`config.mk`:
```
export PLATFORM = sky130hd
export DESIGN_NAME = muldiv_unit_flat
export DESIGN_NICKNAME = d
export VERILOG_FILES = /design/src/rtl/muldiv_unit_if.sv /design/src/rtl/muldiv_unit.sv /design/src/flat_wrapper.sv
export SDC_FILE = /design/constraint.sdc
export NUM_CORES = 2
export LEC_CHECK = 0
export BUFFER_PORTS_ARGS = -buffer_cell sky130_fd_sc_hd__buf_2
export CAP_MARGIN = 20
export CELL_PAD_IN_SITES_DETAIL_PLACEMENT = 0
export CELL_PAD_IN_SITES_GLOBAL_PLACEMENT = 1
export CORE_MARGIN = 2
export CORE_UTILIZATION = 42
export CTS_BUF_LIST = sky130_fd_sc_hd__clkbuf_4 sky130_fd_sc_hd__clkbuf_8
export DETAILED_ROUTE_END_ITERATION = 16
export PLACE_DENSITY = 0.83
export SLEW_MARGIN = 20
export SYNTH_ARGS = -nofsm -noshare
export SYNTH_HDL_FRONTEND = slang
export SYNTH_SLANG_ARGS = --single-unit
```
`constraint.sdc`:
```
create_clock -name clk -period 7.4 [get_ports clk]
set_clock_uncertainty 0.2 [all_clocks]
set_input_delay 0.37 -clock clk [delete_from_list [all_inputs] [get_ports clk]]
set_output_delay 0.37 -clock clk [all_outputs]
set_load 0.05 [all_outputs]
```
`src/rtl/muldiv_unit_if.sv`:
```
// Request/response bundle between the execute stage and the multiply/divide unit.
interface muldiv_unit_if #(
  parameter int unsigned XLEN = 64
);
  logic            valid;
  logic [2:0]      op;
  logic            is_w;
  logic [XLEN-1:0] a;
  logic [XLEN-1:0] b;
  logic            flush;
  logic            busy;
  logic            done;
  logic [XLEN-1:0] result;

  // Pipeline side: issues requests and flushes, watches busy/done.
  modport master (
    output valid, op, is_w, a, b, flush,
    input  busy, done, result
  );

  // Unit side.
  modport slave (
    input  valid, op, is_w, a, b, flush,
    output busy, done, result
  );
endinterface

```
`src/rtl/muldiv_unit.sv`:
```
// Iterative RV64 M-extension unit: one result bit per cycle, start/done handshake.
module muldiv_unit #(
  parameter int unsigned XLEN      = 64,
  parameter int unsigned SUPPORT_W = 1
) (
  input logic          clk,
  input logic          reset,
  muldiv_unit_if.slave bus
);

  localparam int unsigned CW   = $clog2(XLEN);
  localparam int unsigned AW   = 2 * XLEN;
  localparam bit          W_OK = (SUPPORT_W != 0) && (XLEN == 64);

  typedef enum logic [1:0] {S_IDLE, S_MUL, S_DIV, S_DONE} state_e;

  state_e          state_q;
  logic [CW-1:0]   cnt_q;
  logic [AW-1:0]   acc_q;
  logic [XLEN-1:0] opnd_q;
  logic [2:0]      op_q;
  logic            w_q;
  logic            neg_q;
  logic            busy_q;
  logic            done_q;
  logic [XLEN-1:0] result_q;

  function automatic logic [XLEN-1:0] sext32(input logic [31:0] v);
    logic [XLEN-1:0] r;
    r       = v[31] ? '1 : '0;
    r[31:0] = v;
    return r;
  endfunction

  // Operand preparation at acceptance: W extension, magnitudes, sign, fast paths.
  logic            w_in, a_sgn_op, b_sgn_op, a_neg, b_neg, neg_in;
  logic            div_zero, div_ovf, fast_in;
  logic [XLEN-1:0] a_e, b_e, a_mag, b_mag, min_neg, fast_raw, fast_res, dividend;

  always_comb begin
    w_in     = W_OK && bus.is_w && !(!bus.op[2] && (bus.op[1:0] != 2'd0));
    a_sgn_op = (bus.op == 3'd0) || (bus.op == 3'd1) || (bus.op == 3'd2) ||
               (bus.op == 3'd4) || (bus.op == 3'd6);
    b_sgn_op = (bus.op == 3'd0) || (bus.op == 3'd1) ||
               (bus.op == 3'd4) || (bus.op == 3'd6);
    a_e = bus.a;
    b_e = bus.b;
    if (w_in) begin
      a_e = a_sgn_op ? sext32(bus.a[31:0]) : XLEN'(bus.a[31:0]);
      b_e = b_sgn_op ? sext32(bus.b[31:0]) : XLEN'(bus.b[31:0]);
    end
    a_neg = a_sgn_op && a_e[XLEN-1];
    b_neg = b_sgn_op && b_e[XLEN-1];
    a_mag = a_neg ? -a_e : a_e;
    b_mag = b_neg ? -b_e : b_e;
    case (bus.op)
      3'd0, 3'd1, 3'd4: neg_in = a_neg ^ b_neg;
      3'd2, 3'd6:       neg_in = a_neg;
      default:          neg_in = 1'b0;
    endcase
    min_neg  = w_in ? sext32(32'h8000_0000) : {1'b1, {(XLEN-1){1'b0}}};
    div_zero = (b_e == '0);
    div_ovf  = ((bus.op == 3'd4) || (bus.op == 3'd6)) && (a_e == min_neg) && (b_e == '1);
    fast_in  = bus.op[2] && (div_zero || div_ovf);
    if (div_zero) fast_raw = bus.op[1] ? a_e : '1;
    else          fast_raw = bus.op[1] ? '0  : a_e;
    fast_res = w_in ? sext32(fast_raw[31:0]) : fast_raw;
    // Left-justify a 32-bit dividend so 32 left shifts consume all of it.
    dividend = w_in ? (a_mag << 32) : a_mag;
  end

  // One iteration of shift-add multiply and restoring divide, plus result formation.
  logic [XLEN:0]   sum, sh;
  logic [XLEN-1:0] diff, rnew, q, r, sel, res_d;
  logic            ge;
  logic [AW-1:0]   mul_nxt, div_nxt, acc_d, prod_raw, prod;

  always_comb begin
    sum      = {1'b0, acc_q[AW-1:XLEN]} + (acc_q[0] ? {1'b0, opnd_q} : '0);
    mul_nxt  = {sum, acc_q[XLEN-1:1]};
    sh       = {acc_q[AW-1:XLEN], acc_q[XLEN-1]};
    ge       = (sh >= {1'b0, opnd_q});
    diff     = sh[XLEN-1:0] - opnd_q;
    rnew     = ge ? diff : sh[XLEN-1:0];
    div_nxt  = {rnew, acc_q[XLEN-2:0], ge};
    acc_d    = (state_q == S_MUL) ? mul_nxt : div_nxt;
    // After 32 of XLEN iterations the product sits 32 bits up in the accumulator.
    prod_raw = (W_OK && w_q) ? (mul_nxt >> 32) : mul_nxt;
    prod     = neg_q ? -prod_raw : prod_raw;
    q        = div_nxt[XLEN-1:0];
    r        = div_nxt[AW-1:XLEN];
    case (op_q)
      3'd0:             sel = prod[XLEN-1:0];
      3'd1, 3'd2, 3'd3: sel = prod[AW-1:XLEN];
      3'd4, 3'd5:       sel = q;
      default:          sel = r;
    endcase
    if (op_q[2] && neg_q) sel = -sel;
    res_d = (W_OK && w_q) ? sext32(sel[31:0]) : sel;
  end

  // Control FSM with registered busy/done/result.
  always_ff @(posedge clk) begin
    if (reset) begin
      state_q  <= S_IDLE;
      cnt_q    <= '0;
      acc_q    <= '0;
      opnd_q   <= '0;
      op_q     <= '0;
      w_q      <= 1'b0;
      neg_q    <= 1'b0;
      busy_q   <= 1'b0;
      done_q   <= 1'b0;
      result_q <= '0;
    end else if (bus.flush) begin
      state_q <= S_IDLE;
      busy_q  <= 1'b0;
      done_q  <= 1'b0;
    end else begin
      done_q <= 1'b0;
      case (state_q)
        S_IDLE: begin
          if (bus.valid) begin
            op_q   <= bus.op;
            w_q    <= w_in;
            neg_q  <= neg_in;
            busy_q <= 1'b1;
            cnt_q  <= w_in ? CW'(31) : CW'(XLEN - 1);
            if (fast_in) begin
              result_q <= fast_res;
              done_q   <= 1'b1;
              state_q  <= S_DONE;
            end else if (bus.op[2]) begin
              acc_q   <= {{XLEN{1'b0}}, dividend};
              opnd_q  <= b_mag;
              state_q <= S_DIV;
            end else begin
              acc_q   <= {{XLEN{1'b0}}, b_mag};
              opnd_q  <= a_mag;
              state_q <= S_MUL;
            end
          end
        end
        S_MUL, S_DIV: begin
          acc_q <= acc_d;
          if (cnt_q == '0) begin
            result_q <= res_d;
            done_q   <= 1'b1;
            state_q  <= S_DONE;
          end else begin
            cnt_q <= cnt_q - CW'(1);
          end
        end
        default: begin
          busy_q  <= 1'b0;
          state_q <= S_IDLE;
        end
      endcase
    end
  end

  assign bus.busy   = busy_q;
  assign bus.done   = done_q;
  assign bus.result = result_q;

endmodule

```
`src/flat_wrapper.sv`:
```
// flat-port wrapper written by rule: the top's interface ports become plain ports
module muldiv_unit_flat 
#(
  parameter int unsigned XLEN      = 64,
  parameter int unsigned SUPPORT_W = 1
)
  (clk, reset, bus_valid, bus_op, bus_is_w, bus_a, bus_b, bus_flush, bus_busy, bus_done, bus_result);
  muldiv_unit_if #(.XLEN(XLEN)) bus_i ();
  input logic clk;
  input logic reset;
  input wire logic [$bits(bus_i.valid)-1:0] bus_valid;
  input wire logic [$bits(bus_i.op)-1:0] bus_op;
  input wire logic [$bits(bus_i.is_w)-1:0] bus_is_w;
  input wire logic [$bits(bus_i.a)-1:0] bus_a;
  input wire logic [$bits(bus_i.b)-1:0] bus_b;
  input wire logic [$bits(bus_i.flush)-1:0] bus_flush;
  output wire logic [$bits(bus_i.busy)-1:0] bus_busy;
  output wire logic [$bits(bus_i.done)-1:0] bus_done;
  output wire logic [$bits(bus_i.result)-1:0] bus_result;
  assign bus_i.valid = bus_valid;
  assign bus_i.op = bus_op;
  assign bus_i.is_w = bus_is_w;
  assign bus_i.a = bus_a;
  assign bus_i.b = bus_b;
  assign bus_i.flush = bus_flush;
  assign bus_busy = bus_i.busy;
  assign bus_done = bus_i.done;
  assign bus_result = bus_i.result;
  muldiv_unit #(.XLEN(XLEN), .SUPPORT_W(SUPPORT_W)) u_core (.clk(clk), .reset(reset), .bus(bus_i));
endmodule
```
==> metrics.md <==
| Metric | Value |
|---|---|
| Vias per inst | `6.89` |
| Yosys warns | `0` |
| Slew headroom | `0.0794` |
| First-pass GRT wire length | `370000 um` |
| Final core utilization | `0.545` |
| Area after DPL | `48100 um^2` |
| Synth top area share | `0.138` |
| Leakage | `0.0206 uW` |
| Finished Cell Area | `50700 um^2` |
| Post-synth EDFFs | `0` |
| VDD IR max | `0.140 mV` |
| Initial Util | `0.423` |
| Pwr dens | `142 nW/um^2` |
| Via count | `56.0k` |
| Average size of a mapped cell | `6.60 um^2` |
| Total wire length | `271000 um` |
| Critical path class | `register to register` |
| Worst Path Max Fanout | `18` |
| Clock root buffer | `clkbuf_8` |
| Gpl congestion | `1.16` |
| DRC | `0` |
| Synth area leader | `dfxtp_1` |
| Drt wl/cell | `33.4 um` |
| Post-DP HPWL | `219000 um` |
| Pre-antenna DRT Iters | `9` |
| Post-route minimum period | `7470 ps` |
| Height of the die | `310 um` |
| Critical path launch point type | `register` |
| Hold WC Path Type | `input port to register` |
| CTS buffer count | `52` |
| Max-slew violations | `0` |
| Share of the clock period used by the worst path | `1.01` |
| Die X-Extent | `310 um` |
| Port bufs | `201` |
| Worst Path Arrival | `7880 ps` |
| Max Buffers Root-to-Sink | `3` |
| CP Data Required Time | `7810 ps` |
| Seq cells post-synth | `271` |
| Failing checks | `negative setup slack` |
| Overflow after GRT | `0` |
| Clock Latency Late Sink | `810 ps` |
| Fin Hold WS | `36.0 ps` |
| Synth-to-Final Area Change | `28.8%` |
| Worst r2r path cells | `29` |
| Final WS setup | `-70.3 ps` |
| Post-synth cell types | `114` |
| Largest net degree at the start of global routing | `165` |
| Mapped Cells | `5963` |
| Worst slack, placed | `-298 ps` |
| Clock transition at path regs | `60 ps` |
| Total power draw | `7220 uW` |
| RSZ-0062 raised after global routing | `yes` |
| Ys async rst share | `0` |
| Ratio of cells with drive above 1 in the final layout | `0.244` |
| Syn_nets | `6238` |
| Slowest CP cell | `or4_1` |
| Io pins | `202` |
| Worst slew pin tran | `1370 ps` |
| Antenna Violating Nets Remaining | `0` |
| Mapped Area | `39400 um^2` |
| Synth top area cells | `dfxtp_1, a21oi_1, nand2_1` |
| TritonCTS Sinks | `271` |
| Filler cell count in the final layout | `9421` |
| GRT Total Usage | `0.538` |
| NumNets Final | `7081` |
| Final hold viol count | `0` |
| Max Freq | `134 MHz` |
| Initial antenna violation count | `36` |
| Maxcap violations | `0` |
| Vias in the first global route | `50.1k` |
| Final setup viols | `10` |
| Outcome | `finished, violations left` |
| Register area share after synthesis | `0.138` |
| Hold Crit Depth | `5` |
| Rows | `112` |
| Max H-tree Level | `2` |
| CTS tree | `built` |
| CP dominant cell by count | `buf_4` |
| Core footprint | `93000 um^2` |
| Main synth FF type | `dfxtp_1` |
| Crit. End Element | `register` |
| Initial DRC count | `9057` |
| Die area | `96200 um^2` |
| Worst stage delay on the critical path | `490 ps` |
-- per-stage QoR --
step / cells / setup TNS (ps)
floorplan: 5963 / 0
global placement: 7967 / -4570
detailed placement: 7968 / -7390
CTS: 8084 / 0
global route: 8107 / -671
finish: 8123 / -397
-- layout make-up --
class	instances	area (um^2)	share of cell area
clock buffer	82	1050	0.0208
tap	1254	1570	0.0310
sequential	271	5440	0.107
antenna	22	55.1	0.00109
clock inverter	13	130	0.00257
timing repair buffer	1263	9180	0.181
multi-input combinational	5090	32800	0.647
inverter	128	482	0.00950
-- cell usage after synthesis, types with 121 or more instances --
cell / n
o21ai_0: 390
nand3_1: 128
inv_1: 125
nand2_1: 693
xor2_1: 121
o211ai_1: 122
a21oi_1: 596
mux2i_1: 177
a211oi_1: 195
xnor2_1: 174
nor3_1: 191
clkbuf_1: 387
dfxtp_1: 271
ha_1: 137
nor2_1: 688
-- cells in the final DEF, fill, tap and decap left out, types with 25 or more instances in the layout --
cell,count
a21oi_1,573
xor2_1,120
nand2_1,688
ha_1,124
o41ai_1,25
clkbuf_8,71
xnor2_1,174
o31ai_1,49
o211ai_1,122
a31oi_1,76
o2111ai_1,31
a21o_1,77
dfxtp_1,262
a211oi_1,181
or4_1,26
or2_2,35
nand2b_1,34
nor2_1,679
o21ai_0,371
and2_1,95
mux2i_1,175
nor4_1,72
a32o_1,32
nand4_1,112
inv_1,123
o21ai_1,31
mux2_2,31
buf_4,1032
nand3_1,125
nor2b_1,35
or3_1,57
o21a_1,37
nor3_1,184
buf_2,200
maj3_1,26
a22oi_1,33
and3_1,36
-- registers in the layout, indices dropped and copies added (netlist names) --
name	flops
u_core.acc_q	128
u_core.bus.result	64
u_core.opnd_q	64
u_core.cnt_q	6
u_core.op_q	3
u_core.state_q	2
u_core.bus.busy	1
u_core.bus.done	1
u_core.neg_q	1
u_core.w_q	1
-- layer usage --
| layer | vias up | share of wire | global-route usage |
|---|---|---|---|
| met4 | 18 | 0.11 | 0.471 |
| met5 | - | 0.0010 | 0.0121 |
| met2 | 4469 | 0.39 | 0.760 |
| met1 | 26326 | 0.36 | 0.635 |
| met3 | 1224 | 0.14 | 0.196 |
| li1 | 23944 | - | - |
-- report_power, final --
part / switching (uW) / internal [uW]
combinational: 2490 / 1340
clock: 807 / 949
sequential: 106 / 1530
total: 3400 / 3820
-- path summary, 6_finish.rpt --
check | start | end | slack, ps
setup reg to reg | u_core.acc_q[0] | u_core.bus.result[59] | -70
hold / removal | bus_b[30] | u_core.opnd_q[30] | 40
setup / recovery | u_core.acc_q[0] | u_core.bus.result[59] | -70
hold reg to reg | u_core.bus.result[4] | u_core.bus.result[4] | 260
-- worst max-delay path: cells and delay by family, from the launching register on --
kind                     cells  cell delay, ps
XOR/XNOR                     1             150
flip-flops                   1             380
buffers and inverters        9            1500
AO/OA/AOI/OAI                8            2140
adder cells (fa/ha/maj)      1             350
multiplexers                 1             280
AND/OR/NAND/NOR              9            2250
-- logic make-up (layout without fill, tap and decap cells) --
kind of cell / count (synthesis) / count (layout) / share of synthesized area
xor+xnor: 295 / 295 / 0.0656
compound gates: 2056 / 2056 / 0.342
buf+inv: 602 / 1486 / 0.0595
fa+ha+maj: 165 / 165 / 0.0512
flops: 271 / 271 / 0.138
simple gates: 2365 / 2365 / 0.290
mux: 209 / 209 / 0.0543
other cells: 0 / 22 / 0
-- timing repair --
item | 4_1_cts | 5_1_grt
resized for setup | 26 | 200
cloned | 0 | 1
pin swaps | 3 | 35
setup endpoints to repair | 44 | 47
setup buffers | 4 | 16
hold endpoints to repair | 19 | 0
hold buffers | 17 | 0
No activity file was read; power rests on OpenSTA's default activity.
